==> config.mk <==
export PLATFORM = sky130hd
export DESIGN_NAME = bnn_popcount_accum
export DESIGN_NICKNAME = d
export VERILOG_FILES = /design/src/rtl/bnn_popcount_accum.sv
export SDC_FILE = /design/constraint.sdc
export NUM_CORES = 1
export LEC_CHECK = 0
export BUFFER_PORTS_ARGS = -buffer_cell sky130_fd_sc_hd__buf_4
export CAP_MARGIN = 20
export CORE_MARGIN = 4
export CORE_UTILIZATION = 30
export DETAILED_ROUTE_END_ITERATION = 7
export GPL_TIMING_DRIVEN = 0
export PLACE_DENSITY_LB_ADDON = 0.1
export SLEW_MARGIN = 20
export SYNTH_ARGS = -nofsm -noshare
export SYNTH_HDL_FRONTEND = slang
export SYNTH_SLANG_ARGS = --single-unit
export TNS_END_PERCENT = 1
==> constraint.sdc <==
create_clock -name clk -period 3.75 [get_ports clk]
set_clock_uncertainty 0.15 [all_clocks]
set_input_delay 0 -clock clk [delete_from_list [all_inputs] [get_ports clk]]
set_output_delay 0 -clock clk [all_outputs]
set_load 0.01 [all_outputs]
==> src/rtl/bnn_popcount_accum.sv <==
// Accumulates N_CHUNKS per-chunk XNOR popcounts into one neuron, then emits the
// popcount total, the signed bipolar dot product and a thresholded activation bit.
module bnn_popcount_accum #(
  parameter int BW_BUS   = 9,
  parameter int N_CHUNKS = 4,
  parameter int BW_POP   = $clog2(BW_BUS + 1),
  parameter int BW_ACC   = $clog2(BW_BUS * N_CHUNKS + 1)
) (
  input  logic              clk,
  input  logic              rst_n,
  input  logic              i_valid,
  output logic              i_ready,
  input  logic [BW_POP-1:0] i_pop,
  input  logic [BW_ACC-1:0] i_thr,
  output logic              o_valid,
  input  logic              o_ready,
  output logic [BW_ACC-1:0] o_sum,
  output logic [BW_ACC:0]   o_dot,
  output logic              o_bit,
  output logic              o_err
);

  localparam int CW = (N_CHUNKS > 1) ? $clog2(N_CHUNKS) : 1;
  localparam logic [CW-1:0]     LAST    = CW'(N_CHUNKS - 1);
  localparam logic [BW_POP-1:0] POP_MAX = BW_POP'(BW_BUS);
  localparam logic [BW_ACC+1:0] FULL    = (BW_ACC + 2)'(BW_BUS * N_CHUNKS);

  typedef enum logic {ACCUM, HOLD} state_t;

  state_t            state;
  logic [CW-1:0]     cnt;
  logic [BW_ACC-1:0] acc;
  logic [BW_ACC-1:0] thr_q;

  logic              accept;
  logic              first;
  logic              last;
  logic              pop_over;
  logic [BW_POP-1:0] pop_c;
  logic [BW_ACC-1:0] nxt_sum;
  logic [BW_ACC-1:0] thr_use;
  logic [BW_ACC+1:0] dot_wide;

  // While a result is pending, a new beat may only enter on the consume cycle.
  assign i_ready  = (state == ACCUM) ? 1'b1 : o_ready;
  assign accept   = i_valid && i_ready;
  assign first    = (cnt == '0);
  assign last     = (cnt == LAST);
  assign pop_over = (i_pop > POP_MAX);
  assign pop_c    = pop_over ? POP_MAX : i_pop;
  assign nxt_sum  = first ? BW_ACC'(pop_c) : acc + BW_ACC'(pop_c);
  // A single-beat window must compare against the threshold arriving with that beat.
  assign thr_use  = first ? i_thr : thr_q;
  assign dot_wide = {1'b0, nxt_sum, 1'b0} - FULL;

  always_ff @(posedge clk or negedge rst_n) begin
    if (!rst_n) begin
      state   <= ACCUM;
      cnt     <= '0;
      acc     <= '0;
      thr_q   <= '0;
      o_valid <= 1'b0;
      o_sum   <= '0;
      o_dot   <= '0;
      o_bit   <= 1'b0;
      o_err   <= 1'b0;
    end else begin
      if (state == HOLD && o_ready) begin
        o_valid <= 1'b0;
        state   <= ACCUM;
      end
      if (accept) begin
        if (pop_over)
          o_err <= 1'b1;
        if (first)
          thr_q <= i_thr;
        acc <= nxt_sum;
        if (last) begin
          cnt     <= '0;
          o_sum   <= nxt_sum;
          o_dot   <= dot_wide[BW_ACC:0];
          o_bit   <= (nxt_sum >= thr_use);
          o_valid <= 1'b1;
          state   <= HOLD;
        end else begin
          cnt <= cnt + CW'(1);
        end
      end
    end
  end

endmodule

==> key figures <==
Worst setup path
  • CP delay by family, top: buffers and inverters
  • WP buf/inv: 4
  • Max incr delay on CP: 550 ps
  • Worst setup SP type: primary input
  • Crit-path slowest cell: mux2i_1
  • WP data required: 3750 ps
  • WP data arrival: 3390 ps
  • Worst setup EP type: register
  • CP Class: in -> reg
  • Crit-path max FO: 5
  • Crit-path cells: dlygate4sd3_1 -> buf_4 -> o21ai_0 -> nand2b_1 -> ha_1 -> inv_1 -> fa_1 -> and3b_1 -> a2111oi_2 -> mux2i_1 -> inv_1 -> ha_1 -> a21oi_1 -> o21ai_0

Detailed routing
  • Met3 routed WL: 130 um
  • Met1 wire length: 1690 um
  • Initial DRC count: 41
  • Drt wl/cell: 12.8 um
  • Vias/cell: 4.53
  • Post-route DRC: 0
  • Via count: 1286
  • Met2 WL: 1770 um
  • Max Used Layer: met4
  • Pre-antenna DRT Iters: 4
  • Detail Route Antenna Nets: 0
  • WL final: 3640 um

Finish
  • Nets: 240
  • Ratio of cells with drive above 1 in the final layout: 0.229
  • Antenna cell count: 0
  • Fillcell total: 545
  • Final Non-Filler Cells: 284
  • Area of the multi-input gates: 822 sq um
  • Register Area: 726 sq um
  • Area Growth Syn to Fin: 31.1%

Timing
  • Fin crit period: 3390 ps
  • Max Freq: 295 MHz
  • RSZ-0062 raised after global routing: no
  • Final hold vios: 0
  • Tcrit/Tclk final: 0.903
  • Worst-margin pin slew: 557 ps
  • Relative slew slack: 0.618
  • Slew Limit Fails: 0
  • Setup TNS: 0 ps
  • Setup-failing EPs final: 0

Logic synthesis
  • Area fraction of the dominant cell type after synthesis: 0.445
  • Synth Area in Simple Gates: 0.133
  • Area contributors post-synth: dfrtp_1 44%, ha_1 9.2%, o21ai_0 6.7%
  • Post-synthesis mux area share: 0.0913
  • Async S/R FF share, synth: 1.00
  • Mapped Avg Cell Area: 9.89 sq um
  • Synth cell types: 36
  • Post-synthesis net count: 192
  • Most common flop cell mapped by yosys: dfrtp_1
  • Yosys Warn Count: 0
  • Cell area after synthesis: 1630 sq um
  • XOR/XNOR Fraction of Synth Area: 0.0268
  • FF+latch count, synth: 29
  • Cell taking the most area after synthesis: dfrtp_1
  • Top-count cell post-synth: dfrtp_1
  • Compound-cell area share of the yosys netlist: 0.140
  • Mapped Cells: 165
  • Register area share after synthesis: 0.445
  • Synth cell count leaders: 29 x dfrtp_1, 25 x nand2_1, 22 x o21ai_0
  • EDFF count, synth: 0
  • Largest family of logic cells by synthesized area: compound AO/OA/AOI/OAI gates
  • Adder-cell share of the synthesized area: 0.111

Clock network
  • CTS Sinks: 29
  • Max clock buf depth: 2
  • CTS Buf Count: 5
  • CTS root buffer: clkbuf_8
  • # resized after CTS: 0
  • H-tree depth: 2
  • Setup bufs post-CTS: 0
  • Worst-path clk slew: 60 ps
  • CTS tree: built
  • Worst-Skew Late Latency: 270 ps

Die
  • Core Region: 5200 sq um
  • Die height: 81.7 um
  • Ports: 31
  • Die W: 81.7 um
  • DIE AREA: 6680 sq um
  • Row cnt: 26
  • Initial Util: 0.313

Run
  • Max-cap violations: 0

Worst hold path
  • HP Class: in -> async

GRT
  • Vias in the first global route: 1338
  • GR Overflow Total: 0
  • Initial antenna violation count: 0
  • Wire length of the first global-routing pass: 6290 um
  • Largest net degree at the start of global routing: 30
  • Gr usage total: 0.124

Run status
  • Outcome: finished, final reports clean

Placement
  • Gpl congestion: 0.720
  • PortBufs: 29
  • Post-detail-place hpwl: 2740 um
  • DP Cell Count: 264

Power and ir drop
  • Pwr dens: 825 nW/um^2
  • Leak Pwr: 0.00107 uW
  • Maximum VDD drop: 0.318 mV
layout make-up:
class | instances | share of cell area
Buffer | 9 | 0.0199
Tap cell | 70 | 0.0409
Clock inverter | 2 | 0.00468
Clock buffer | 6 | 0.0339
Multi-Input combinational cell | 116 | 0.384
Timing Repair Buffer | 41 | 0.158
Sequential cell | 29 | 0.339
Inverter | 11 | 0.0193
sequential cells by signal, summed over array words and instances (netlist names), 2 cells and up:
name,flops
acc,6
cnt,2
o_dot,5
o_sum,6
thr_q,6
layer usage:
layer | GRT usage | vias up
li1 | - | 651
met1 | 0.153 | 609
met2 | 0.210 | 20
met3 | 0.0340 | 6
met4 | 0.0399 | 0
met5 | 0 | -
per-stage QoR:
step           utilization  area [sq um]  worst slack, ps  power, uW  hold slack (ps)
2_1_floorplan            -          1630             1100       1210             -446
3_3_place_gp         0.372          1940              685       1500             -197
3_5_place_dp         0.372          1940              649       1530             -196
4_1_cts              0.411          2140              420       1800             53.5
5_1_grt              0.411          2140              146       1960             86.8
6_report             0.411          2140              365       1760             39.6
logic make-up (layout without fill, tap and decap cells):
group | count (synthesis) | count (layout)
simple gates | 44 | 44
flops | 29 | 29
xor+xnor | 5 | 5
other cells | 1 | 1
mux | 14 | 14
compound gates | 38 | 38
fa+ha+maj | 14 | 14
buf+inv | 20 | 69
report_power, final:
part	internal [uW]	switching (uW)
sequential	457	87.6
clock	128	114
combinational	456	521
worst paths after layout:
path | startpoint | to | slack, ps | cells after the start
worst max register to register | acc[0] | o_bit | 720 | 10
min in group clk | i_pop[0] | o_sum[0] | 140 | 4
worst min-delay path | rst_n | thr_q[3] | 40 | 2
worst max-delay path | i_pop[1] | o_bit | 360 | 14
worst min register to register | o_sum[5] | o_sum[5] | 330 | 2
max in group asynchronous | rst_n | o_bit | 3140 | 2
layout by cell type (no fill, tap or decap), drive strengths merged, types with 4 or more instances in the layout:
master        n
a21o          6
a21oi         4
buf          32
clkbuf       12
dfrtp        29
dlygate4sd3  12
ha           12
inv          11
mux2          4
mux2i        10
nand2        25
nor2          5
o21ai        23
timing repair:
action / CTS / global route
endpoints found under the setup margin: 0 / 0
endpoints found under the hold margin: 39 / 0
hold buffers: 12 / 0
Note: power is estimated with default switching activity, not from simulation.
